`src/rtl/zx_spi_responder.sv`:
```
// zx_spi_responder
//   SPI mode-0 target for the SD-card link. The SPI pins are oversampled in
//   the clk28 domain. MOSI bytes are deserialised onto rx_data/rx_valid.
//   MISO bytes are serialised from a one-deep transmit buffer (tx_data/tx_load).
//
// Optional feature (compile-time macro ZX_SPI_RESPONDER_ECHO_EN):
//   When defined, an empty buffer at a byte boundary sends the last received
//   byte (rx_data) instead of FILL_BYTE. The first byte of a frame always
//   uses FILL_BYTE when the buffer is empty.
//
// Ports:
//   clk28      in   system clock (28 MHz)
//   rst_n      in   asynchronous active-low reset
//   sd_sck     in   SPI clock from initiator, idle low
//   sd_ncs     in   chip select, active low
//   sd_mosi    in   initiator-to-responder data
//   sd_miso    out  responder-to-initiator data (1 while deselected)
//   rx_data    out  last complete received byte
//   rx_valid   out  one-cycle strobe when rx_data updates
//   tx_data    in   byte to transmit
//   tx_load    in   write strobe for tx_data
//   tx_ready   out  transmit buffer empty
//   tx_overrun out  sticky: tx_load while the buffer was full
//   busy       out  synchronised chip select asserted
//
// Parameters:
//   FILL_BYTE    byte sent when no transmit byte is pending
//   SYNC_STAGES  synchroniser depth on the SPI inputs (>= 2)
//
// sd_sck must be at most clk28/8 so every pin edge is seen as a distinct
// synchronised edge with settle time before the opposite edge.

module zx_spi_responder #(
  parameter logic [7:0] FILL_BYTE   = 8'hFF,
  parameter int         SYNC_STAGES = 2
) (
  input  logic       clk28,
  input  logic       rst_n,
  input  logic       sd_sck,
  input  logic       sd_ncs,
  input  logic       sd_mosi,
  output logic       sd_miso,
  output logic [7:0] rx_data,
  output logic       rx_valid,
  input  logic [7:0] tx_data,
  input  logic       tx_load,
  output logic       tx_ready,
  output logic       tx_overrun,
  output logic       busy
);

  typedef enum logic {
    ST_IDLE   = 1'b0,
    ST_ACTIVE = 1'b1
  } state_t;

  // Synchronisers. The chip select chain resets to the deselected level so
  // that reset release never looks like a select edge.
  logic [SYNC_STAGES-1:0] sck_sync_reg;
  logic [SYNC_STAGES-1:0] ncs_sync_reg;
  logic [SYNC_STAGES-1:0] mosi_sync_reg;
  logic                   sck_prev_reg;
  logic                   ncs_prev_reg;

  always_ff @(posedge clk28 or negedge rst_n) begin
    if (!rst_n) begin
      sck_sync_reg  <= '0;
      ncs_sync_reg  <= '1;
      mosi_sync_reg <= '0;
      sck_prev_reg  <= 1'b0;
      ncs_prev_reg  <= 1'b1;
    end else begin
      sck_sync_reg  <= {sck_sync_reg[SYNC_STAGES-2:0], sd_sck};
      ncs_sync_reg  <= {ncs_sync_reg[SYNC_STAGES-2:0], sd_ncs};
      mosi_sync_reg <= {mosi_sync_reg[SYNC_STAGES-2:0], sd_mosi};
      sck_prev_reg  <= sck_sync_reg[SYNC_STAGES-1];
      ncs_prev_reg  <= ncs_sync_reg[SYNC_STAGES-1];
    end
  end

  logic sck_s, ncs_s, mosi_s;
  logic sck_rise, sck_fall, ncs_rise, ncs_fall;

  assign sck_s    = sck_sync_reg[SYNC_STAGES-1];
  assign ncs_s    = ncs_sync_reg[SYNC_STAGES-1];
  assign mosi_s   = mosi_sync_reg[SYNC_STAGES-1];
  assign sck_rise =  sck_s & ~sck_prev_reg;
  assign sck_fall = ~sck_s &  sck_prev_reg;
  assign ncs_rise =  ncs_s & ~ncs_prev_reg;
  assign ncs_fall = ~ncs_s &  ncs_prev_reg;

  state_t      state_reg;
  logic [2:0]  bitcnt_reg;
  logic [7:0]  rx_shift_reg;
  logic [7:0]  tx_shift_reg;
  logic [7:0]  tx_buf_reg;
  logic [7:0]  rx_data_reg;
  logic        rx_valid_reg;
  logic        tx_ready_reg;
  logic        tx_overrun_reg;

  // A chip-select edge masks any sck edge in the same cycle.
  logic ncs_edge;
  logic act_sck_rise, act_sck_fall;
  assign ncs_edge     = ncs_rise | ncs_fall;
  assign act_sck_rise = (state_reg == ST_ACTIVE) && !ncs_edge && sck_rise;
  assign act_sck_fall = (state_reg == ST_ACTIVE) && !ncs_edge && sck_fall;

  // Reload points: frame start, and the falling edge after each full byte.
  logic entry_reload, boundary_reload, reload;
  assign entry_reload    = (state_reg == ST_IDLE) && ncs_fall;
  assign boundary_reload = act_sck_fall && (bitcnt_reg == 3'd0);
  assign reload          = entry_reload | boundary_reload;

  // A reload drains the buffer if it holds a byte.
  logic       consume;
  logic       load_accept;
  logic [7:0] empty_byte;
  logic [7:0] reload_byte;

  assign consume     = reload && !tx_ready_reg;
  // The buffer frees up in the consuming cycle, so a simultaneous load is
  // taken as the next byte rather than flagged as an overrun.
  assign load_accept = tx_load && (tx_ready_reg || consume);

`ifdef ZX_SPI_RESPONDER_ECHO_EN
  assign empty_byte  = boundary_reload ? rx_data_reg : FILL_BYTE;
`else
  assign empty_byte  = FILL_BYTE;
`endif
  assign reload_byte = consume ? tx_buf_reg : empty_byte;

  always_ff @(posedge clk28 or negedge rst_n) begin
    if (!rst_n) begin
      state_reg      <= ST_IDLE;
      bitcnt_reg     <= 3'd0;
      rx_shift_reg   <= 8'h00;
      tx_shift_reg   <= 8'h00;
      tx_buf_reg     <= 8'h00;
      rx_data_reg    <= 8'h00;
      rx_valid_reg   <= 1'b0;
      tx_ready_reg   <= 1'b1;
      tx_overrun_reg <= 1'b0;
    end else begin
      rx_valid_reg <= 1'b0;

      // Transmit buffer
      if (load_accept) begin
        tx_buf_reg   <= tx_data;
        tx_ready_reg <= 1'b0;
      end else if (consume) begin
        tx_ready_reg <= 1'b1;
      end
      if (tx_load && !load_accept) begin
        tx_overrun_reg <= 1'b1;
      end

      if (reload) begin
        tx_shift_reg <= reload_byte;
      end

      case (state_reg)
        ST_IDLE: begin
          bitcnt_reg <= 3'd0;
          if (ncs_fall) begin
            state_reg <= ST_ACTIVE;
          end
        end

        ST_ACTIVE: begin
          if (ncs_rise) begin
            // Partial byte and shifter contents are dropped; the buffer
            // keeps any pending byte for the next frame.
            state_reg  <= ST_IDLE;
            bitcnt_reg <= 3'd0;
          end else if (act_sck_rise) begin
            rx_shift_reg <= {rx_shift_reg[6:0], mosi_s};
            bitcnt_reg   <= bitcnt_reg + 3'd1;
            if (bitcnt_reg == 3'd7) begin
              rx_data_reg  <= {rx_shift_reg[6:0], mosi_s};
              rx_valid_reg <= 1'b1;
            end
          end else if (act_sck_fall && (bitcnt_reg != 3'd0)) begin
            tx_shift_reg <= {tx_shift_reg[6:0], 1'b1};
          end
        end

        default: state_reg <= ST_IDLE;
      endcase
    end
  end

  assign sd_miso    = (state_reg == ST_ACTIVE) ? tx_shift_reg[7] : 1'b1;
  assign busy       = (state_reg == ST_ACTIVE);
  assign rx_data    = rx_data_reg;
  assign rx_valid   = rx_valid_reg;
  assign tx_ready   = tx_ready_reg;
  assign tx_overrun = tx_overrun_reg;

endmodule

```
`config.mk`:
```
export PLATFORM = sky130hd
export DESIGN_NAME = zx_spi_responder
export DESIGN_NICKNAME = d
export VERILOG_FILES = /design/src/rtl/zx_spi_responder.sv
export SDC_FILE = /design/constraint.sdc
export NUM_CORES = 1
export LEC_CHECK = 0
export CORE_UTILIZATION = 61
export DETAILED_ROUTE_END_ITERATION = 10
export DONT_BUFFER_PORTS = 1
export PLACE_DENSITY = 0.84
export SYNTH_ARGS = -nofsm -noshare
export SYNTH_HDL_FRONTEND = slang
export SYNTH_SLANG_ARGS = --single-unit
export TNS_END_PERCENT = 10
```
`constraint.sdc`:
```
create_clock -name clk28 -period 2.1 [get_ports clk28]
set_input_delay 0.42 -clock clk28 [delete_from_list [all_inputs] [get_ports clk28]]
set_output_delay 0.42 -clock clk28 [all_outputs]
set_load 0.1 [all_outputs]
```
==> results of run 1 <==
## how the worst max path moves through the flow
stage | start | depth (start not counted) | to | slack [ps]
detailed placement | ncs_sync_reg[1]$_DFF_PN1_ | 6 | tx_buf_reg[5]$_DFFE_PN0P_ | 80
global placement | ncs_sync_reg[1]$_DFF_PN1_ | 6 | tx_buf_reg[4]$_DFFE_PN0P_ | 170
global route | ncs_sync_reg[1]$_DFF_PN1_ | 7 | tx_shift_reg[0]$_DFF_PN0_ | -6
floorplan | busy$_DFF_PN0_ | 4 | tx_buf_reg[0]$_DFFE_PN0P_ | 8
CTS | ncs_sync_reg[1]$_DFF_PN1_ | 6 | tx_buf_reg[5]$_DFFE_PN0P_ | 50
finish | ncs_prev_reg$_DFF_PN1_ | 6 | tx_shift_reg[7]$_DFF_PN0_ | 140
## per-layer routing
layer / routed length, um / share of wire [%] / GRT usage, %
met4: 59 / 2.1 / 10.5
met3: 148 / 5.2 / 5.22
met1: 1170 / 41 / 25.9
met2: 1490 / 52 / 33.2
met5: 0 / 0 / 0
## area by class of cell
cell class / count / area (um^2)
Fill cell: 197 / 781
Inverter: 5 / 18.8
Multi-Input combinational cell: 82 / 692
Clock buffer: 7 / 45.0
Clock inverter: 1 / 30.0
Timing Repair Buffer: 7 / 67.6
Tap cell: 31 / 38.8
Sequential cell: 46 / 1160
## critical path, stage by stage, from the launching register on
cell	delay, ps
dfstp_2	560
inv_1	50
ha_1	160
nand2b_1	340
or3_1	540
nor2_1	140
a211oi_1	60
## kinds of logic after synthesis
group | synth area share, %
buffers and inverters | 2.27
xor gates and xnor gates | 0.467
DFF | 61.7
adders and majority gates | 3.34
and+or+nand+nor | 12.6
AOI/OAI and AO/OA | 4.81
muxes | 14.9
## stage by stage
stage                     hold slack (ps)  area, um^2  setup WS [ps]
after global routing                 33.1        2050          -6.30
after floorplan                       124        1880           7.67
after global placement                126        1930            168
after CTS                            46.3        2030           53.1
final                                59.0        2050            142
after detailed placement              126        1930           77.2
## cell usage after synthesis (2+ instances only)
cell      number  area (um^2)
ha_1           5         62.6
mux2_2        23          259
inv_1          5         18.8
dfstp_2        4          105
clkbuf_1       2         7.51
mux2i_1        2         20.0
nand2b_1       2         12.5
nor3_1         7         35.0
a211oi_1       7         52.6
dfrtp_1       42         1050
nor2_1        20         75.1
## power by group through the flow
stage / logic, mW / registers [mW] / clock network [mW]
after floorplan: 0.289 / 1.19 / 0
after global placement: 0.363 / 1.17 / 0
after detailed placement: 0.380 / 1.18 / 0
after CTS: 0.403 / 1.16 / 0.521
after global routing: 0.447 / 1.19 / 0.558
final: 0.402 / 1.16 / 0.509
## timing repair
item,4_1_cts,5_1_grt
hold buffers,2,0
endpoints found under the hold margin,46,0
endpoints found under the setup margin,0,11
gates resized for setup,0,2
==> results_dict.tcl, run 1 <==
set metrics [dict create \
    status "completed" \
    post-place-cells 169 \
    p_comb_share_pct 19.4 \
    r2r_setup_slack_ps 140 \
    finalCritPeriodShare_pct 93.2 \
    crit_required_ps 2330 \
    numCtsBuffers 5 \
    drt_first_pass_iters 4 \
    drc 0 \
    p_leak_nw 0.994 \
    area_growth_pct 9.28 \
    power.total_mw 2.07 \
    ys_ff_latch 46 \
    crit_path_start_kind "flip-flop" \
    final_cell_mix "42 x dfrtp_1, 23 x mux2_2, 20 x nor2_1" \
    setup-violations-final 0 \
    num_io_pins 27 \
    design.core.area_mm2 0.00283 \
    die-area_mm2 0.00330 \
    ys_warn_count 0 \
    min-delay-start "sd_ncs" \
    die_x_um 57.4 \
    period_minus_slack_ps 1960 \
    htreeDepth 2 \
    crit_type "reg2reg" \
    synth_ff_type "dfrtp_1" \
    grt_overflow_total 0 \
    swShare_pct 28.1 \
    dp_hpwl_um 2010 \
    cts.clk_slew.worst_paths_ps 120 \
    rsz0062_at_grt "true" \
    power_per_cell_area_mw_per_mm2 1010 \
    fin_cells 179 \
    whs_endpoint "ncs_sync_reg[0]$_DFF_PN1_" \
    syn_area_per_cell_um2 13.7 \
    p_int_mw 1.49 \
    synth_edf_count 0 \
    post_cts_buffers 0 \
    grt_pass1_vias 1075 \
    grt_max_degree 47 \
    gp_congestion 0.796 \
    antenna_left 0 \
    hold_class "in2reg" \
    ys_seq_area_share_pct 61.7 \
    finalHoldViolations 0 \
    peakVddDrop_mv 0.635 \
    finClkSkew_ps 11.3 \
    drt_iter0_drc 33 \
    die-height_um 57.4 \
    cts-root-buf "clkbuf_4" \
    synth_area_mm2 0.00187 \
    initial_core_util_pct 66.3 \
    power.switching_uw 581 \
    grt_antenna_before_repair 0 \
    min_path_cells 0 \
    tightest_slew_ps 925 \
    cts_tree "done" \
    fmax_ghz 0.511 \
    cts_sinks 46 \
    postSynthCellCount 137 \
    viasPerCell 5.80 \
    grtUsageTotal_pct 20.6 \
    drive_above_1_share_pct 32.4 \
    synth_fp_nets 156 \
    vias 1038 \
    relSlewSlack_pct 38.3 \
    seqPwrFrac_pct 56.0 \
    async_flop_share_pct 100 \
    r2r_cells 6 \
    row_count 19 \
    tns_ps 0 \
    yosys.cell_types.count 29 \
    cap_violations 0 \
    endpoint_kind "flip-flop" \
    insertion_delay_ps 350 \
    cts_max_path_buffers 2 \
    r2r_start "ncs_prev_reg$_DFF_PN1_" \
    clkPwrFrac_pct 24.6 \
    crit_path_max_fanout 8 \
    antenna_cells 0 \
    nNetsFinal 166 \
    final_common_cell "dfrtp_1" \
    r2r-end "tx_shift_reg[7]$_DFF_PN0_" \
    cp_data_arrival_time_ps 2190 \
    wl_um 2870 \
    slew_violations 0 \
    wl_per_cell_um 16.0 \
    port_buffers 0 \
    grt_first_pass_wirelength_um 4950 \
    final_util_pct 72.4 \
]
(Power assumes the default switching activity.)
==> run 2, diff against run 1 <==
--- a/config.mk
+++ b/config.mk
@@ -5,10 +5,11 @@
 export SDC_FILE = /design/constraint.sdc
 export NUM_CORES = 1
 export LEC_CHECK = 0
-export CORE_UTILIZATION = 61
+export CORE_UTILIZATION = 52
 export DETAILED_ROUTE_END_ITERATION = 10
 export DONT_BUFFER_PORTS = 1
-export PLACE_DENSITY = 0.84
+export GPL_ROUTABILITY_DRIVEN = 0
+export PLACE_DENSITY = 0.74
 export SYNTH_ARGS = -nofsm -noshare
 export SYNTH_HDL_FRONTEND = slang
 export SYNTH_SLANG_ARGS = --single-unit
==> results_dict.tcl, run 2 (synthesis gave the netlist of run 1 again) <==
set metrics [dict create \
    cts_max_path_buffers 2 \
    cap_violations 0 \
    initial_core_util_pct 55.3 \
    insertion_delay_ps 350 \
    grt_antenna_before_repair 0 \
    cts-root-buf "clkbuf_4" \
    viasPerCell 5.40 \
    r2r-end "tx_buf_reg[2]$_DFFE_PN0P_" \
    power_per_cell_area_mw_per_mm2 967 \
    tns_ps 0 \
    cts_resized 0 \
    setup-violations-final 0 \
    cts.clk_slew.worst_paths_ps 110 \
    finalHoldViolations 0 \
    drt_iter0_drc 27 \
    endpoint_kind "flip-flop" \
    cp_data_arrival_time_ps 2220 \
    slew_violations 0 \
    r2r_setup_slack_ps 120 \
    die-height_um 62.0 \
    final_cell_mix "42 x dfrtp_1, 23 x mux2_2, 20 x nor2_1" \
    cts_sinks 46 \
    hold_class "in2reg" \
    r2r_start "ncs_sync_reg[1]$_DFF_PN1_" \
    p_leak_nw 0.981 \
    crit_required_ps 2340 \
    r2r_cells 6 \
    tightest_slew_ps 908 \
    post_cts_buffers 0 \
    final_common_cell "dfrtp_1" \
    row_count 21 \
    relSlewSlack_pct 39.5 \
    drc 0 \
    grt_max_degree 47 \
    grt_first_pass_wirelength_um 4570 \
    critPathSlowestCell "dfstp_2" \
    whs_endpoint "ncs_sync_reg[0]$_DFF_PN1_" \
    peakVddDrop_mv 0.618 \
    design.core.area_mm2 0.00339 \
    finalCritPeriodShare_pct 94.2 \
    min-delay-start "sd_ncs" \
    period_minus_slack_ps 1980 \
    vias 1048 \
    grt_pass1_vias 1049 \
    die-area_mm2 0.00385 \
    cts_tree "done" \
    finClkSkew_ps 7.24 \
    max_stage_delay_ps 570 \
    crit_type "reg2reg" \
    grt_overflow_total 0 \
    antenna_cells 0 \
    crit_chain "inv_1, ha_1, nand3b_4, o21ai_4, o21ai_2, mux2_2" \
    rsz0062_at_grt "false" \
    drive_above_1_share_pct 33.1 \
    grtUsageTotal_pct 17.2 \
    min_path_cells 0 \
    die_x_um 62.0 \
    crit_path_max_fanout 8 \
    final_util_pct 60.4 \
    n_fill_cell 270 \
    drt_first_pass_iters 4 \
    htreeDepth 2 \
    numCtsBuffers 5 \
    num_io_pins 27 \
    nNetsFinal 166 \
    ctsHoldBuffers 2 \
    area_growth_pct 9.15 \
    fmax_ghz 0.505 \
    status "completed" \
    wl_per_cell_um 14.4 \
    crit_path_start_kind "flip-flop" \
    dp_hpwl_um 1960 \
    antenna_left 0 \
    port_buffers 0 \
    wl_um 2790 \
]
## run 2: cell types whose count changed in the layout (fill, tap and decap cells not counted), sizes merged
cell,delta
clkinv,+1
bufinv,-1
## run 2: critical path, delay by kind of cell (launching register included)
kind	cells	cell delay [ps]
mux	1	390
buf+inv	1	40
fa+ha+maj	1	340
simple gates	1	120
compound gates	2	420
flops	1	570
## run 2: stage by stage
stage	instance area (um^2)	hold WS (ps)	instances	setup slack, ps	power [mW]
global placement	1950	126	184	170	1.53
detailed placement	1950	126	184	123	1.56
CTS	2050	37.8	194	101	2.00
global route	2050	21.8	194	2.68	2.10
floorplan	1880	124	137	7.67	1.48
finish	2050	56.9	194	121	1.98
## run 2: final cells by class
cell class                 instances  area (um^2)  share of cell area, %
tap                               46         57.6                   2.81
clock inverter                     1         5.00                  0.245
timing repair buffer               7         75.1                   3.67
multi-input combinational         82          678                   33.1
sequential                        46         1160                   56.5
clock buffer                       7         55.1                   2.69
inverter                           5         18.8                  0.917
## run 2: how the worst max path moves through the flow
stage	startpoint	end	depth (start not counted)
CTS	ncs_sync_reg[1]$_DFF_PN1_	tx_buf_reg[2]$_DFFE_PN0P_	6
floorplan	busy$_DFF_PN0_	tx_buf_reg[0]$_DFFE_PN0P_	4
global route	ncs_prev_reg$_DFF_PN1_	tx_shift_reg[1]$_DFF_PN0_	6
finish	ncs_sync_reg[1]$_DFF_PN1_	tx_buf_reg[2]$_DFFE_PN0P_	6
global placement	ncs_sync_reg[1]$_DFF_PN1_	tx_buf_reg[4]$_DFFE_PN0P_	6
detailed placement	ncs_sync_reg[1]$_DFF_PN1_	tx_buf_reg[2]$_DFFE_PN0P_	6
## run 2: power by group
group          internal (mW)  switching, mW  total, mW  leakage (nW)
combinational          0.176          0.222      0.398         0.384
sequential              1.06          0.102       1.16         0.562
clock                  0.163          0.256      0.418        0.0353
total                   1.40          0.580       1.98         0.981
## run 2: per-layer routing
metal	global-route usage, %	vias up	wire, um
li1	-	495	-
met1	19.9	527	1220
met2	28.7	21	1400
met3	6.63	5	140
met4	6.67	0	27
met5	0	-	0
==> run 3, diff against run 2 <==
--- a/config.mk
+++ b/config.mk
@@ -5,11 +5,14 @@
 export SDC_FILE = /design/constraint.sdc
 export NUM_CORES = 1
 export LEC_CHECK = 0
-export CORE_UTILIZATION = 52
+export CELL_PAD_IN_SITES_DETAIL_PLACEMENT = 1
+export CELL_PAD_IN_SITES_GLOBAL_PLACEMENT = 1
+export CORE_MARGIN = 3
+export CORE_UTILIZATION = 50
 export DETAILED_ROUTE_END_ITERATION = 10
 export DONT_BUFFER_PORTS = 1
 export GPL_ROUTABILITY_DRIVEN = 0
-export PLACE_DENSITY = 0.74
+export PLACE_DENSITY = 0.84
 export SYNTH_ARGS = -nofsm -noshare
 export SYNTH_HDL_FRONTEND = slang
 export SYNTH_SLANG_ARGS = --single-unit
==> results_dict.tcl, run 3 (synthesis gave the netlist of run 1 again) <==
set metrics [dict create \
    wl_per_cell_um 17.5 \
    power_per_cell_area_mw_per_mm2 1110 \
    drt_iter0_drc 45 \
    min-delay-start "sd_ncs" \
    crit_path_start_kind "flip-flop" \
    seqPwrFrac_pct 49.1 \
    drive_above_1_share_pct 33.8 \
    nNetsFinal 166 \
    post-place-cells 184 \
    holdWs_ps 117 \
    antenna_left 0 \
    die_x_um 67.2 \
    wl_um 3390 \
    cts_tree "done" \
    p_leak_nw 1.03 \
    power.switching_uw 628 \
    p_int_mw 1.75 \
    fmax_ghz 0.500 \
    hold_class "in2reg" \
    setup-violations-final 0 \
    rsz0062_at_grt "true" \
    period_minus_slack_ps 2000 \
    status "completed" \
    grt_max_degree 47 \
    clkPwrFrac_pct 33.2 \
    p_comb_share_pct 17.7 \
    viasPerCell 5.39 \
    cts_max_path_buffers 2 \
    port_buffers 0 \
    slew_violations 0 \
    finalCritPeriodShare_pct 95.2 \
    num_io_pins 27 \
    peakVddDrop_mv 0.654 \
    grt_pass1_vias 1124 \
    grt_first_pass_wirelength_um 5550 \
    crit_path_max_fanout 17 \
    drt_first_pass_iters 4 \
    htreeDepth 2 \
    grtUsageTotal_pct 17.5 \
    antenna_cells 0 \
    numCtsBuffers 5 \
    startpoint "ncs_sync_reg[1]$_DFF_PN1_" \
    initial_core_util_pct 54.0 \
    design.core.area_mm2 0.00347 \
    cap_violations 0 \
    finalHoldViolations 0 \
    r2r_start "ncs_sync_reg[1]$_DFF_PN1_" \
    cts-root-buf "clkbuf_8" \
    row_count 21 \
    drc 0 \
    tightest_slew_ps 917 \
    fin_ws_ps 99.9 \
    die-area_mm2 0.00452 \
    crit_type "reg2reg" \
    final_cell_mix "42 x dfrtp_1, 23 x mux2_2, 20 x nor2_1" \
    grt_overflow_total 0 \
    dp_hpwl_um 2380 \
    cts.clk_slew.worst_paths_ps 80 \
    cts_sinks 46 \
    fin_cells 194 \
    vias 1046 \
    grt_antenna_before_repair 0 \
    swShare_pct 26.5 \
    relSlewSlack_pct 38.9 \
    crit_required_ps 2290 \
    finClkSkew_ps 5.96 \
    area_growth_pct 14.3 \
    post_cts_buffers 0 \
    endpoint_kind "flip-flop" \
    final_common_cell "dfrtp_1" \
    pre_cts_ws_ps 97.5 \
    die-height_um 67.2 \
    cp_data_arrival_time_ps 2190 \
    insertion_delay_ps 290 \
]
run 3: metrics by stage:
stage | TNS (ps) | instance area, um^2 | util, % | total power, mW
after detailed placement | 0 | 1950 | 56.2 | 1.57
after floorplan | 0 | 1880 | - | 1.48
after CTS | 0 | 2130 | 61.4 | 2.39
final | 0 | 2140 | 61.8 | 2.37
after global placement | 0 | 1950 | 56.2 | 1.53
after global routing | -75.4 | 2140 | 61.8 | 2.50
run 3: layout make-up:
type	instances	area, um^2
Fill cell	348	1330
Sequential cell	46	1160
Multi-Input combinational cell	82	692
Clock buffer	6	82.6
Timing Repair Buffer	7	75.1
Clock inverter	2	60.1
Tap cell	46	57.6
Inverter	5	18.8
run 3: critical path: stages, from the launching register on:
cell	delay, ps
dfstp_2	550
inv_1	60
ha_1	360
nand3b_4	130
o21ai_4	200
buf_4	240
nor3_1	80
a211oi_1	280
run 3: routing by layer:
| metal | GRT usage [%] | vias to the layer above | wire length, um |
|---|---|---|---|
| met5 | 0 | - | 0 |
| met4 | 7.59 | 0 | 51 |
| met3 | 6.66 | 6 | 148 |
| met2 | 30.2 | 21 | 1800 |
| met1 | 19.2 | 533 | 1390 |
| li1 | - | 486 | - |
run 3: final timing paths:
check / to / slack, ps / depth (start not counted)
worst min register to register: sck_sync_reg[1]$_DFF_PN0_ / 370 / 0
min in group asynchronous: busy$_DFF_PN0_ / 640 / 2
worst min-delay path: ncs_sync_reg[0]$_DFF_PN1_ / 120 / 0
worst max-delay path: tx_shift_reg[5]$_DFF_PN0_ / 100 / 7
max in group asynchronous: ncs_sync_reg[0]$_DFF_PN1_ / 1210 / 2
worst max register to register: tx_shift_reg[5]$_DFF_PN0_ / 100 / 7
run 3: repair_timing:
item	CTS	global route
hold endpoints to repair	46	0
endpoints found under the setup margin	0	11
hold buffers	2	0
gates resized for setup	0	2
run 3: power groups by stage:
stage / Sequential (mW) / Combinational, mW / Clock (mW)
CTS: 1.16 / 0.420 / 0.804
floorplan: 1.19 / 0.289 / 0
detailed placement: 1.18 / 0.391 / 0
global route: 1.19 / 0.457 / 0.860
finish: 1.17 / 0.420 / 0.788
global placement: 1.17 / 0.368 / 0
